==> src/rtl/regbank_pkg.sv <==
// Shared types and constants for the register-bank write-back path.
package regbank_pkg;

  typedef logic [3:0]  RegAddr_t;
  typedef logic [31:0] Word_t;

  localparam int       NUM_REGS = 16;
  localparam RegAddr_t REG_ZERO = 4'd0;
  localparam RegAddr_t REG_IP   = 4'd15;

  typedef struct packed {
    RegAddr_t Address;
    Word_t    Data;
  } WbEntry_t;

  typedef enum logic {
    GRANT_ALU  = 1'b0,
    GRANT_LOAD = 1'b1
  } Grant_t;

  // r0 is hardwired zero, so it never contributes a pending bit.
  function automatic logic [NUM_REGS-1:0] reg_onehot(input RegAddr_t addr);
    logic [NUM_REGS-1:0] vec;
    vec = '0;
    if (addr != REG_ZERO) vec[addr] = 1'b1;
    return vec;
  endfunction

endpackage

==> src/rtl/wb_fifo.sv <==
// Small skid FIFO for one write-back producer; exposes every slot so the
// owner can build a pending-register mask.
module wb_fifo
  import regbank_pkg::*;
#(
  parameter int FifoDepth = 2
) (
  input  logic                       Clock,
  input  logic                       Reset,
  input  logic                       push,
  input  WbEntry_t                   push_entry,
  input  logic                       pop,
  output logic                       full,
  output logic                       empty,
  output WbEntry_t                   head,
  output logic [FifoDepth-1:0]       entry_valid,
  output WbEntry_t [FifoDepth-1:0]   entries
);

  localparam int IdxW = $clog2(FifoDepth);
  localparam int PtrW = IdxW + 1;

  WbEntry_t [FifoDepth-1:0] mem;
  logic [PtrW-1:0]          wr_ptr;
  logic [PtrW-1:0]          rd_ptr;
  logic [PtrW-1:0]          count;

  // Pointers carry one extra wrap bit to tell full from empty.
  assign full    = (wr_ptr[IdxW] != rd_ptr[IdxW]) &&
                   (wr_ptr[IdxW-1:0] == rd_ptr[IdxW-1:0]);
  assign empty   = (wr_ptr == rd_ptr);
  assign count   = wr_ptr - rd_ptr;
  assign head    = mem[rd_ptr[IdxW-1:0]];
  assign entries = mem;

  for (genvar i = 0; i < FifoDepth; i++) begin : g_valid
    assign entry_valid[i] = ({1'b0, IdxW'(i) - rd_ptr[IdxW-1:0]} < count);
  end

  always_ff @(posedge Clock) begin
    if (Reset) begin
      wr_ptr <= '0;
      rd_ptr <= '0;
    end else begin
      if (push && !full) begin
        mem[wr_ptr[IdxW-1:0]] <= push_entry;
        wr_ptr                <= wr_ptr + 1'b1;
      end
      if (pop && !empty) begin
        rd_ptr <= rd_ptr + 1'b1;
      end
    end
  end

endmodule

==> src/rtl/regbank_writeback_arbiter.sv <==
// Round-robin sharing of the register bank write port between the ALU and
// the load unit, with a registered write stage and a pending-register mask.
module regbank_writeback_arbiter
  import regbank_pkg::*;
#(
  parameter int FifoDepth = 2
) (
  input  logic        Clock,
  input  logic        Reset,
  input  logic        AluValid,
  output logic        AluReady,
  input  logic [3:0]  AluAddress,
  input  logic [31:0] AluData,
  input  logic        LoadValid,
  output logic        LoadReady,
  input  logic [3:0]  LoadAddress,
  input  logic [31:0] LoadData,
  output logic        TargetWriteEnable,
  output logic [3:0]  TargetAddress,
  output logic [31:0] TargetIn,
  output logic        IpWritten,
  output logic [15:0] PendingMask
);

  logic                     alu_full, alu_empty, load_full, load_empty;
  logic                     alu_push, load_push;
  logic                     grant_alu, grant_load;
  WbEntry_t                 alu_head, load_head, granted;
  logic [FifoDepth-1:0]     alu_valid_vec, load_valid_vec;
  WbEntry_t [FifoDepth-1:0] alu_entries, load_entries;
  Grant_t                   last_grant;
  logic [NUM_REGS-1:0]      mask;

  assign AluReady  = !alu_full;
  assign LoadReady = !load_full;
  assign alu_push  = AluValid && AluReady;
  assign load_push = LoadValid && LoadReady;

  wb_fifo #(.FifoDepth(FifoDepth)) u_alu_fifo (
    .Clock       (Clock),
    .Reset       (Reset),
    .push        (alu_push),
    .push_entry  ('{Address: AluAddress, Data: AluData}),
    .pop         (grant_alu),
    .full        (alu_full),
    .empty       (alu_empty),
    .head        (alu_head),
    .entry_valid (alu_valid_vec),
    .entries     (alu_entries)
  );

  wb_fifo #(.FifoDepth(FifoDepth)) u_load_fifo (
    .Clock       (Clock),
    .Reset       (Reset),
    .push        (load_push),
    .push_entry  ('{Address: LoadAddress, Data: LoadData}),
    .pop         (grant_load),
    .full        (load_full),
    .empty       (load_empty),
    .head        (load_head),
    .entry_valid (load_valid_vec),
    .entries     (load_entries)
  );

  // On a tie the requester that did not win last time gets the port.
  assign grant_alu  = !alu_empty && (load_empty || last_grant == GRANT_LOAD);
  assign grant_load = !load_empty && !grant_alu;
  assign granted    = grant_alu ? alu_head : load_head;

  always_ff @(posedge Clock) begin
    if (Reset) begin
      TargetWriteEnable <= 1'b0;
      TargetAddress     <= '0;
      TargetIn          <= '0;
      last_grant        <= GRANT_LOAD;
    end else if (grant_alu || grant_load) begin
      TargetWriteEnable <= (granted.Address != REG_ZERO);
      TargetAddress     <= granted.Address;
      TargetIn          <= granted.Data;
      last_grant        <= grant_alu ? GRANT_ALU : GRANT_LOAD;
    end else begin
      TargetWriteEnable <= 1'b0;
    end
  end

  assign IpWritten = TargetWriteEnable && (TargetAddress == REG_IP);

  always_comb begin
    mask = '0;
    for (int i = 0; i < FifoDepth; i++) begin
      if (alu_valid_vec[i])  mask = mask | reg_onehot(alu_entries[i].Address);
      if (load_valid_vec[i]) mask = mask | reg_onehot(load_entries[i].Address);
    end
    if (TargetWriteEnable) mask = mask | reg_onehot(TargetAddress);
  end

  assign PendingMask = mask;

endmodule
==> config.mk <==
export PLATFORM = sky130hd
export DESIGN_NAME = regbank_writeback_arbiter
export DESIGN_NICKNAME = d
export VERILOG_FILES = /design/src/rtl/regbank_pkg.sv /design/src/rtl/wb_fifo.sv /design/src/rtl/regbank_writeback_arbiter.sv
export SDC_FILE = /design/constraint.sdc
export NUM_CORES = 1
export LEC_CHECK = 0
export CORE_UTILIZATION = 41
export DETAILED_ROUTE_END_ITERATION = 12
export DONT_BUFFER_PORTS = 1
export GPL_ROUTABILITY_DRIVEN = 0
export MAX_ROUTING_LAYER = met4
export PLACE_DENSITY = 0.52
export SLEW_MARGIN = 20
export SYNTH_ARGS = -nofsm -noshare
export SYNTH_HDL_FRONTEND = slang
export SYNTH_HIERARCHICAL = 1
export SYNTH_SLANG_ARGS = --single-unit
==> constraint.sdc <==
create_clock -name Clock -period 11.8 [get_ports Clock]
set_clock_uncertainty 0.15 [all_clocks]
set_input_delay 3.54 -clock Clock [delete_from_list [all_inputs] [get_ports Clock]]
set_output_delay 3.54 -clock Clock [all_outputs]
set_load 0.01 [all_outputs]
# [After elaboration in Yosys (flattened, before gate mapping)]
# Index checks and enable logic that the tools add are counted.
[word_totals] reg_bits=190 input_bits=76 out_inout_bits=56 wordCells=129
[classes] addsub=10 order_cmp=20 n_eq_ne=7 mux=36 n_bitwise=6 reduce_logical=34
[ops] op="36-bit 2-to-1 mux" n=7
[ops] op="16-bit 2-to-1 mux" n=14
[ops] op="72-bit bitwise mux" n=2
[ops] op="36-bit demux with 1-bit select" n=2
[ops] op="16-bit OR" n=4
[ops] op="4-bit by 5-bit < comparator with 1-bit output, second input constant" n=5
[ops] op="4-bit nonzero test" n=6
[ops] op="1-bit demux with 4-bit select" n=5
[ops] op="4-bit by 1-bit greater-or-equal comparator with 1-bit output, second input constant" n=5
[ops] op="1-bit logical AND" n=18
[ops] op="2-bit by 1-bit adder with 2-bit output, second input constant" n=4
[ops] op="1-bit by 2-bit < comparator with 1-bit output" n=4
[ops] op="1-bit by 2-bit < comparator with 1-bit output, second input constant" n=4
[ops] op="1-bit 2-to-1 mux" n=6
[ops] op="1-bit logical NOT" n=5
[ops] op="2-bit equality test" n=2
[ops] op="4-bit equality test, second input constant" n=1
[ops] op="2-bit AND reduction" n=2
[ops] op="1-bit subtractor, first input constant" n=4
[ops] op="2-bit subtractor" n=2
[ops] op="1-bit equality test" n=2
[ops] op="1-bit greater-or-equal comparator, second input constant" n=2
[ops] op="1-bit logical OR" n=2
[ops] op="1-bit inequality test" n=2
[ops] op="other kinds (2)" n=3

# [Depth between registers and ports, before layout]
# Gate-level depths: netlist of the first run.
[depth] depth_word=14 ltp_mapped=11 ltp_nobuf=9

# [Cells and area by module]
# The synthesis of the first run kept the hierarchy.
[modules_own_cells] module="wb_fifo" n_inst=2 cells_per_inst=153 area_each_um2=2926.6 seq_area_each_um2=2242.2
[modules_own_cells] module="regbank_writeback_arbiter" n_inst=1 cells_per_inst=250 area_each_um2=2308.5 seq_area_each_um2=760.7

# [Least setup slack after synthesis of the first run]
# No wires, ideal clock.
[synth_path] path_kind="input -> register" from="input AluValid" to="register u_alu_fifo.mem, in the netlist u_alu_fifo/entries[0], enable pin" setup_time_ps=532 t_arrival_ps=7609 required_time_ps=11118 setup_slack_ps=3508 stages=2 path_buffers=0 cell_sequence="nor2b_1 -> nor4b_1"
[synth_between] elab_chain_cells=3
[synth_lines] element="from (decl)" line_no="regbank_writeback_arbiter.sv:10" rtl="input logic AluValid,"
[synth_lines] element="1-bit logical AND" line_no="regbank_writeback_arbiter.sv:36" rtl="assign alu_push = AluValid && AluReady;"
[synth_lines] element="1-bit logical AND" line_no="wb_fifo.sv:45" rtl="if (push && !full) begin"
[synth_lines] element="2-bit AND reduction (no line)"
[synth_lines] element="to (signal, indexed assignment)" line_no="wb_fifo.sv:46" rtl="mem[wr_ptr[IdxW-1:0]] <= push_entry;"
[synth_lines] element="to (decl)" line_no="wb_fifo.sv:23" rtl="WbEntry_t [FifoDepth-1:0] mem;"
# Every way passes these cells.
# A chain may end at the register's enable or synchronous reset.

# [Worst setup path after layout of the first run]
[layout_path] from="register u_load_fifo.rd_ptr[0]" to="output PendingMask[1]"
[layout_between] elab_chain_cells=9 word_cells_on_any_way=12 classes_between="add/sub (3); order compare (2); mux (4); bitwise (3)"
[layout_lines] element="from (decl)" line_no="wb_fifo.sv:25" rtl="logic [PtrW-1:0] rd_ptr;"
[layout_lines] element="from (signal assigned)" line_no="wb_fifo.sv:50" rtl="rd_ptr <= rd_ptr + 1'b1;"
[layout_lines] element="2-bit subtractor / 1-bit subtractor (equally long branches)" line_no="wb_fifo.sv:32, wb_fifo.sv:37"
[layout_lines] element="1-bit by 2-bit < comparator with 1-bit output (*)" line_no="wb_fifo.sv:37" rtl="assign entry_valid[i] = ({1'b0, IdxW'(i) - rd_ptr[IdxW-1:0]} < count);"
[layout_lines] element="via load_valid_vec[0]" line_no="regbank_writeback_arbiter.sv:29" rtl="logic [FifoDepth-1:0] alu_valid_vec, load_valid_vec;"
[layout_lines] element="16-bit 2-to-1 mux (*)" line_no="regbank_writeback_arbiter.sv:92" rtl="if (load_valid_vec[i]) mask = mask | reg_onehot(load_entries[i].Address);"
[layout_lines] element="16-bit OR" line_no="regbank_writeback_arbiter.sv:91" rtl="if (alu_valid_vec[i]) mask = mask | reg_onehot(alu_entries[i].Address);"
[layout_lines] element="16-bit 2-to-1 mux (*)" line_no="regbank_writeback_arbiter.sv:91"
[layout_lines] element="16-bit OR" line_no="regbank_writeback_arbiter.sv:92"
[layout_lines] element="16-bit 2-to-1 mux (*)" line_no="regbank_writeback_arbiter.sv:92"
[layout_lines] element="16-bit OR" line_no="regbank_writeback_arbiter.sv:94" rtl="if (TargetWriteEnable) mask = mask | reg_onehot(TargetAddress);"
[layout_lines] element="16-bit 2-to-1 mux (*)" line_no="regbank_writeback_arbiter.sv:94"
[layout_lines] element="to (decl)" line_no="regbank_writeback_arbiter.sv:22" rtl="output logic [15:0] PendingMask"
# Mark *: on every way through the listed nets, which the timed path passes. The rest lies on a longest branch.

==> Implementation_results.wiki, run 1 <==
{| class="wikitable"
! Metric !! Value
|-
| Status || finished clean
|-
| Clock tree root buffer cell || sky130_fd_sc_hd__clkbuf_16
|-
| Die area || 20500 µm²
|-
| Number of cells after detailed placement || 797
|-
| Overall power after layout || 2.18 mW
|-
| Static power due to leakage || 3.09 nW
|-
| Most frequent cell on the critical path || sky130_fd_sc_hd__ha_1
|-
| Count of mapped cells out of synthesis || 556
|-
| Routed wire per std cell || 21.2 µm
|-
| Share of final-layout standard cells stronger than drive strength 1 || 0.222
|-
| Global-route usage over all layers || 0.182
|-
| Cell chain of the critical path || ha_1 -> inv_1 -> ha_1 -> or2_2 -> nor3b_1 -> nor2b_1 -> or4_1
|-
| Number of gates resized after cts || 0
|-
| Post-Layout Inst Area || 9000 µm²
|-
| Antenna violations before repair || 0
|-
| Yosys cell types || 50
|-
| Synth Area per Inst || 14.7 µm²
|-
| Nets@finish || 633
|-
| Dominant delay contributor by cell family on the critical path || simple AND/OR/NAND/NOR gates
|-
| Final setup vio count || 0
|-
| Final worst path period need || 6680 ps
|-
| Std-Cell Rows || 51
|-
| Worst-path maximum fanout || 43
|-
| Asr flop ratio synth || 0
|-
| Register clock-pin slew on the reported worst setup and hold paths || 70 ps
|-
| 1st-iter DRT viols || 234
|-
| Mapped Nets || 638
|-
| Maximum level of the CTS H-tree || 4
|-
| Timing-limited maximum frequency || 150 MHz
|-
| Setup repair after global routing missed its margin || no
|-
| Largest net degree at the start of global routing || 44
|-
| Arrival time worst endpoint || 2990 ps
|-
| Max clock buf depth || 2
|-
| Max-capacitance violation count || 0
|-
| Power per Cell Area || 242 nW/µm²
|-
| Diodes inserted || 0
|-
| Clock insertion delay at the later pin of the skew report || 420 ps
|-
| Area of the mapped netlist || 8160 µm²
|-
| Final-layout fill cell count || 1724
|-
| Drt via density || 5.56
|-
| Estimated wirelength of the detail-placed design || 11400 µm
|-
| Count of hold-fix buffers inserted at cts || 0
|-
| Setup Total Neg Slack || 0 ps
|-
| Count of unresolved DRC violations after routing || 0
|-
| Cell with the largest stage delay on the worst path || sky130_fd_sc_hd__dfxtp_4
|-
| Synthesis-to-finish area growth || 10.3%
|-
| Count of yosys warnings during synthesis || 6
|-
| Area of the core region || 19500 µm²
|-
| Delay of the slowest cell on the worst path || 760 ps
|-
| Count of pins over their slew limit || 0
|-
| Type of origin of the critical path || flip-flop
|-
| DR pass1 iterations || 5
|-
| Hold Vio Cnt, Final || 0
|-
| DR vias || 4608
|-
| Total clock sinks || 190
|-
| Vertical die dimension || 143 µm
|-
| Die boundary width || 143 µm
|-
| Seq/Total Area, Yosys || 0.643
|-
| Endpoint required time on the critical path || 8110 ps
|-
| Setup Fix Bufs, Post-CTS || 0
|-
| Most used flip-flop cell after synthesis || sky130_fd_sc_hd__edfxtp_1
|-
| Effective utilization at floorplan || 0.419
|-
| Buf+Inv Stages, Crit Path || 1
|-
| Transition time at the pin with the least slew margin || 1120 ps
|-
| VDD IR max || 0.000163 V
|-
| Kind of critical path || flip-flop to output port
|-
| Wire length of the first global-routing pass || 26600 µm
|-
| Layout Cells excl Fill || 829
|-
| Via count of the first global-routing pass || 4613
|-
| Min-delay worst type || flip-flop to flip-flop
|-
| Clock buffer count from CTS || 17
|-
| Number of top-level pins || 132
|-
| Number of input and output port buffers inserted || 0
|-
| Sum of overflow across all layers after global routing || 0
|-
| Critical Path Sink Type || output port
|-
| Final Util || 0.463
|-
| Period Utilization, post-route || 0.566
|-
| Normalized max-slew margin || 0.249
|-
| Clock tree from TritonCTS || done
|-
| Post-placement cell area || 8420 µm²
|-
| Number of enable-type register cells in the synthesized netlist || 144
|-
| Post-route antenna net violation count || 0
|-
| FF+latch count, synth || 190
|-
| Sum of routed wire length over all layers || 17600 µm
|}
-- cell type report --
type | instances | area [µm²] | share of cell area
Sequential cell | 190 | 5250 | 0.583
Inverter | 11 | 41.3 | 0.00459
Tap cell | 265 | 332 | 0.0368
Clock inverter | 14 | 141 | 0.0157
Clock buffer | 18 | 439 | 0.0488
Multi-Input combinational cell | 325 | 2750 | 0.306
Timing Repair Buffer | 6 | 45.0 | 0.00500
-- cell usage after synthesis (all sizes together), types with 10 or more instances --
cell,count,area share
mux2i,42,0.052
nand3b,10,0.0092
nand2,11,0.0051
nand3,12,0.0074
o22ai,18,0.014
inv,11,0.0051
mux2,72,0.099
or3,10,0.0077
nor3,10,0.0061
dfxtp,46,0.11
buf,23,0.017
nor2,20,0.0095
o2bb2ai,36,0.039
nand2b,11,0.0087
edfxtp,144,0.53
-- through the flow --
| stage | setup slack (ps) | hold WS (ps) |
|---|---|---|
| 6_report | 5120 | 366 |
| 2_1_floorplan | 3510 | 310 |
| 3_3_place_gp | 5190 | 357 |
| 5_1_grt | 4970 | 379 |
| 4_1_cts | 4710 | 370 |
| 3_5_place_dp | 5170 | 356 |
-- routing by layer --
layer  vias up  global-route usage  part of all wire
li1       2147                   -                 -
met1      2272               0.207              0.41
met2       156               0.299              0.49
met3        33              0.0617             0.075
met4         0              0.0651             0.023
met5         -                   -                 0
-- cells in the final DEF (no fill, tap or decap), types with 4 or more instances in the layout --
cell / n
sky130_fd_sc_hd__a21oi_1: 4
sky130_fd_sc_hd__and3b_1: 4
sky130_fd_sc_hd__buf_4: 6
sky130_fd_sc_hd__clkbuf_16: 17
sky130_fd_sc_hd__dfxtp_1: 44
sky130_fd_sc_hd__edfxtp_1: 144
sky130_fd_sc_hd__ha_1: 6
sky130_fd_sc_hd__inv_1: 9
sky130_fd_sc_hd__mux2_2: 72
sky130_fd_sc_hd__mux2i_1: 42
sky130_fd_sc_hd__nand2_1: 11
sky130_fd_sc_hd__nand2b_1: 9
sky130_fd_sc_hd__nand3_1: 12
sky130_fd_sc_hd__nand3b_1: 10
sky130_fd_sc_hd__nand4_1: 4
sky130_fd_sc_hd__nand4b_1: 5
sky130_fd_sc_hd__nor2_1: 19
sky130_fd_sc_hd__nor2b_1: 5
sky130_fd_sc_hd__nor3_1: 8
sky130_fd_sc_hd__nor3b_1: 5
sky130_fd_sc_hd__o22ai_1: 18
sky130_fd_sc_hd__o2bb2ai_1: 36
sky130_fd_sc_hd__or3_1: 10
sky130_fd_sc_hd__or4_1: 4
sky130_fd_sc_hd__or4b_1: 4
-- power breakdown --
part	switching (mW)	internal (mW)	leakage [nW]	total, mW
combinational	0.368	0.271	1.10	0.640
clock	0.240	0.318	0.289	0.558
sequential	0.123	0.856	1.70	0.978
total	0.731	1.45	3.09	2.18
-- kinds of logic (layout without fill, tap and decap cells) --
| kind of cell | Yosys count | in the layout | synth area share |
|---|---|---|---|
| AO/OA/AOI/OAI | 71 | 71 | 0.0687 |
| adder cells (fa/ha/maj) | 6 | 6 | 0.00920 |
| XOR/XNOR | 2 | 2 | 0.00399 |
| flip-flops | 190 | 190 | 0.643 |
| buffers and inverters | 41 | 49 | 0.0253 |
| multiplexers | 114 | 114 | 0.151 |
| other | 1 | 1 | 0.000459 |
| AND/OR/NAND/NOR | 131 | 131 | 0.0989 |
-- state kept, by name (all words and copies together) (netlist names) --
register	cells
u_load_fifo/wr_ptr	2
u_alu_fifo/entries	72
TargetIn	32
last_grant	1
u_load_fifo/rd_ptr	2
TargetWriteEnable	1
u_alu_fifo/rd_ptr	2
u_alu_fifo/wr_ptr	2
TargetAddress	4
u_load_fifo/entries	72
-- final timing paths --
path / slack [ps] / depth (start not counted) / start / endpoint
max reg2reg: 7980 / 6 / u_load_fifo/rd_ptr[0] / u_load_fifo/entries[55]
min: 370 / 1 / TargetIn[27] / TargetIn[27]
min reg2reg: 370 / 1 / TargetIn[27] / TargetIn[27]
max: 5120 / 7 / u_load_fifo/rd_ptr[0] / PendingMask[1]
Note: power is estimated with default switching activity, not from simulation.
==> run 2, diff against run 1 <==
--- a/config.mk
+++ b/config.mk
@@ -10,7 +10,7 @@
 export DONT_BUFFER_PORTS = 1
 export GPL_ROUTABILITY_DRIVEN = 0
 export MAX_ROUTING_LAYER = met4
-export PLACE_DENSITY = 0.52
+export PLACE_DENSITY = 0.54
 export SLEW_MARGIN = 20
 export SYNTH_ARGS = -nofsm -noshare
 export SYNTH_HDL_FRONTEND = slang
==> constraint.sdc (replaced) <==
create_clock -name Clock -period 5.8 [get_ports Clock]
set_clock_uncertainty 0.15 [all_clocks]
set_input_delay 1.74 -clock Clock [delete_from_list [all_inputs] [get_ports Clock]]
set_output_delay 1.74 -clock Clock [all_outputs]
set_load 0.01 [all_outputs]
==> run 2 against run 1 <==
First-iteration DRC count increased by 1.7%; worst setup slack got worse by 4000 ps; routed wire length decreased by 1.5%; critical endpoint is now PendingMask[12]; flip-flop and latch count unchanged.
==> Implementation_results.wiki, run 2 (synthesis results as in run 1) <==
{| class="wikitable"
! Metric !! Value
|-
| Final Util || 0.463 (about the same)
|-
| Wire length of the first global-routing pass || 26200 µm (was 26600 µm)
|-
| Dominant delay contributor by cell family on the critical path || simple AND/OR/NAND/NOR gates (unchanged)
|-
| Sum of overflow across all layers after global routing || 0 (unchanged)
|-
| Min-Delay Startpoint || TargetIn[20] (was TargetIn[27])
|-
| Clock tree root buffer cell || sky130_fd_sc_hd__clkbuf_16 (unchanged)
|-
| DR pass1 iterations || 4 (was 5)
|-
| Worst-path maximum fanout || 17 (was 43)
|-
| Worst setup slack after placement || 1510 ps (was 5170 ps)
|-
| Most frequent cells in the layout || 144 x sky130_fd_sc_hd__edfxtp_1, 72 x sky130_fd_sc_hd__mux2_2, 44 x sky130_fd_sc_hd__dfxtp_1 (unchanged)
|-
| Largest net degree at the start of global routing || 43 (was 44)
|-
| Post-placement cell area || 8460 µm² (was 8420 µm²)
|-
| Period Utilization, post-route || 0.811
|-
| Share of final-layout standard cells stronger than drive strength 1 || 0.224 (was 0.222)
|-
| Arrival time worst endpoint || 2820 ps (was 2990 ps)
|-
| Die boundary width || 143 µm (unchanged)
|-
| Type of origin of the critical path || flip-flop (unchanged)
|-
| Count of unresolved DRC violations after routing || 0 (unchanged)
|-
| Synthesis-to-finish area growth || 10.4% (was 10.3%)
|-
| Endpoint required time on the critical path || 3910 ps (was 8110 ps)
|-
| Most common cell after layout, fill and taps aside || sky130_fd_sc_hd__edfxtp_1 (unchanged)
|-
| Number of cells after detailed placement || 800 (was 797)
|-
| Number of gates resized after cts || 0 (unchanged)
|-
| Drt via density || 5.58 (was 5.56)
|-
| Timing-limited maximum frequency || 212 MHz
|-
| Setup Total Neg Slack || 0 ps (unchanged)
|-
| Final worst path period need || 4710 ps
|-
| Area of the core region || 19500 µm² (unchanged)
|-
| Count of pins over their slew limit || 0 (unchanged)
|-
| Cell with the largest stage delay on the worst path || sky130_fd_sc_hd__dfxtp_2 (was sky130_fd_sc_hd__dfxtp_4)
|-
| Count of hold-fix buffers inserted at cts || 0 (unchanged)
|-
| Final setup vio count || 0 (unchanged)
|-
| Normalized max-slew margin || 0.337 (was 0.249)
|-
| Clock buffer count from CTS || 17 (unchanged)
|-
| Static power due to leakage || 3.09 nW (about the same)
|-
| Min-delay worst type || flip-flop to flip-flop (unchanged)
|-
| Cell chain of the critical path || ha_1 -> inv_1 -> ha_1 -> or2_2 -> or3b_1 -> o32ai_1 -> or4_1 (was ha_1 -> inv_1 -> ha_1 -> or2_2 -> nor3b_1 -> nor2b_1 -> or4_1)
|-
| Clock tree from TritonCTS || done (unchanged)
|-
| Status || finished clean (unchanged)
|-
| Number of input and output port buffers inserted || 0 (unchanged)
|-
| Delay of the slowest cell on the worst path || 630 ps (was 760 ps)
|-
| Total clock sinks || 190 (unchanged)
|-
| 1st-iter DRT viols || 238 (was 234)
|-
| Max-capacitance violation count || 0 (unchanged)
|-
| Setup slack of the worst register-to-register path || 2270 ps (was 7980 ps)
|-
| Hold Vio Cnt, Final || 0 (unchanged)
|-
| Setup repair after global routing missed its margin || no (unchanged)
|-
| Worst min-delay path endpoint || TargetIn[20] (was TargetIn[27])
|-
| Global-route usage over all layers || 0.181 (was 0.182)
|-
| Layout Cells excl Fill || 832 (was 829)
|-
| Clock insertion delay at the later pin of the skew report || 420 ps (about the same)
|-
| Buf+Inv Stages, Crit Path || 1 (unchanged)
|-
| Post-route antenna net violation count || 0 (unchanged)
|-
| Most frequent cell on the critical path || sky130_fd_sc_hd__ha_1 (unchanged)
|-
| Effective utilization at floorplan || 0.419 (unchanged)
|-
| Transition time at the pin with the least slew margin || 992 ps (was 1120 ps)
|-
| Power per Cell Area || 487 nW/µm² (was 242 nW/µm²)
|-
| Antenna violations before repair || 0 (unchanged)
|-
| DR vias || 4643 (was 4608)
|-
| Post-Layout Inst Area || 9010 µm² (was 9000 µm²)
|-
| Hold Path Depth || 1 (unchanged)
|-
| Nets@finish || 636 (was 633)
|-
| Estimated wirelength of the detail-placed design || 11400 µm (about the same)
|-
| Beginning of the worst register-to-register path || u_load_fifo/wr_ptr[0] (was u_load_fifo/rd_ptr[0])
|-
| Via count of the first global-routing pass || 4739 (was 4613)
|-
| Kind of critical path || flip-flop to output port (unchanged)
|-
| Die area || 20500 µm² (unchanged)
|-
| Diodes inserted || 0 (unchanged)
|-
| Routed wire per std cell || 20.8 µm (was 21.2 µm)
|-
| VDD IR max || 0.000296 V (was 0.000163 V)
|-
| Final setup margin || 1090 ps (was 5120 ps)
|-
| Register clock-pin slew on the reported worst setup and hold paths || 60 ps (was 70 ps)
|-
| Sum of routed wire length over all layers || 17300 µm (was 17600 µm)
|-
| Std-Cell Rows || 51 (unchanged)
|-
| Setup Fix Bufs, Post-CTS || 0 (unchanged)
|-
| Critical Path Sink Type || output port (unchanged)
|-
| RR Endpoint || u_load_fifo/entries[58] (was u_load_fifo/entries[55])
|-
| Vertical die dimension || 143 µm (unchanged)
|-
| Path depth of the worst reg2reg path || 7 (was 6)
|-
| Maximum level of the CTS H-tree || 4 (unchanged)
|-
| Max clock buf depth || 2 (unchanged)
|-
| Number of top-level pins || 132 (unchanged)
|}
run 2: cell types whose count changed in the layout (fill, tap and decap cells not counted), sizes merged:
cell      change
inv           -1
clkinvlp      +2
clkbuf        +5
clkinv        -5
bufinv        -1
buf           +3
run 2: worst reg2reg max path, cell delays in order, from the launching register on:
cell and delay [ps]:
sky130_fd_sc_hd__dfxtp_1 470, sky130_fd_sc_hd__inv_1 130, sky130_fd_sc_hd__ha_1 440, sky130_fd_sc_hd__nor2b_1 260, sky130_fd_sc_hd__nor2b_1 350, sky130_fd_sc_hd__nand2_1 170, sky130_fd_sc_hd__nor3_2 630, sky130_fd_sc_hd__buf_4 560
run 2: how the worst max path moves through the flow:
stage | start | to | slack, ps | depth (start not counted)
final | u_alu_fifo/rd_ptr[0] | PendingMask[12] | 1090 | 7
after global placement | u_alu_fifo/rd_ptr[0] | PendingMask[4] | 1550 | 7
after floorplan | AluValid | u_alu_fifo/entries[36] | 590 | 3
after detailed placement | u_alu_fifo/rd_ptr[0] | PendingMask[12] | 1510 | 7
after global routing | u_alu_fifo/rd_ptr[0] | PendingMask[12] | 930 | 7
after CTS | u_alu_fifo/rd_ptr[0] | PendingMask[12] | 1050 | 7
run 2: layout make-up:
type                    instances  area [µm²]
inverters                      11        41.3
repair buffers                  9        67.6
clock inverters                 9        86.3
well taps                     265         332
multi-input cells             325        2770
fillers                      1723       10500
clock buffers                  23         468
flip-flops and latches        190        5250
run 2: layer usage:
layer / GRT usage / up-vias / share of wire
li1: - / 2155 / -
met5: - / - / 0
met4: 0.0741 / 0 / 0.019
met2: 0.295 / 157 / 0.49
met3: 0.0620 / 26 / 0.087
met1: 0.203 / 2305 / 0.40
run 2: power breakdown:
| group | switching, mW | leakage [nW] | internal [mW] |
|---|---|---|---|
| Clock | 0.473 | 0.268 | 0.616 |
| Combinational | 0.796 | 1.13 | 0.561 |
| Sequential | 0.205 | 1.70 | 1.74 |
| Total | 1.47 | 3.09 | 2.92 |
run 2: metrics by stage:
stage | total power [mW] | hold WS, ps
final | 4.39 | 365
after global routing | 4.63 | 379
after floorplan | 3.01 | 310
after global placement | 3.31 | 356
after CTS | 4.45 | 367
after detailed placement | 3.36 | 355
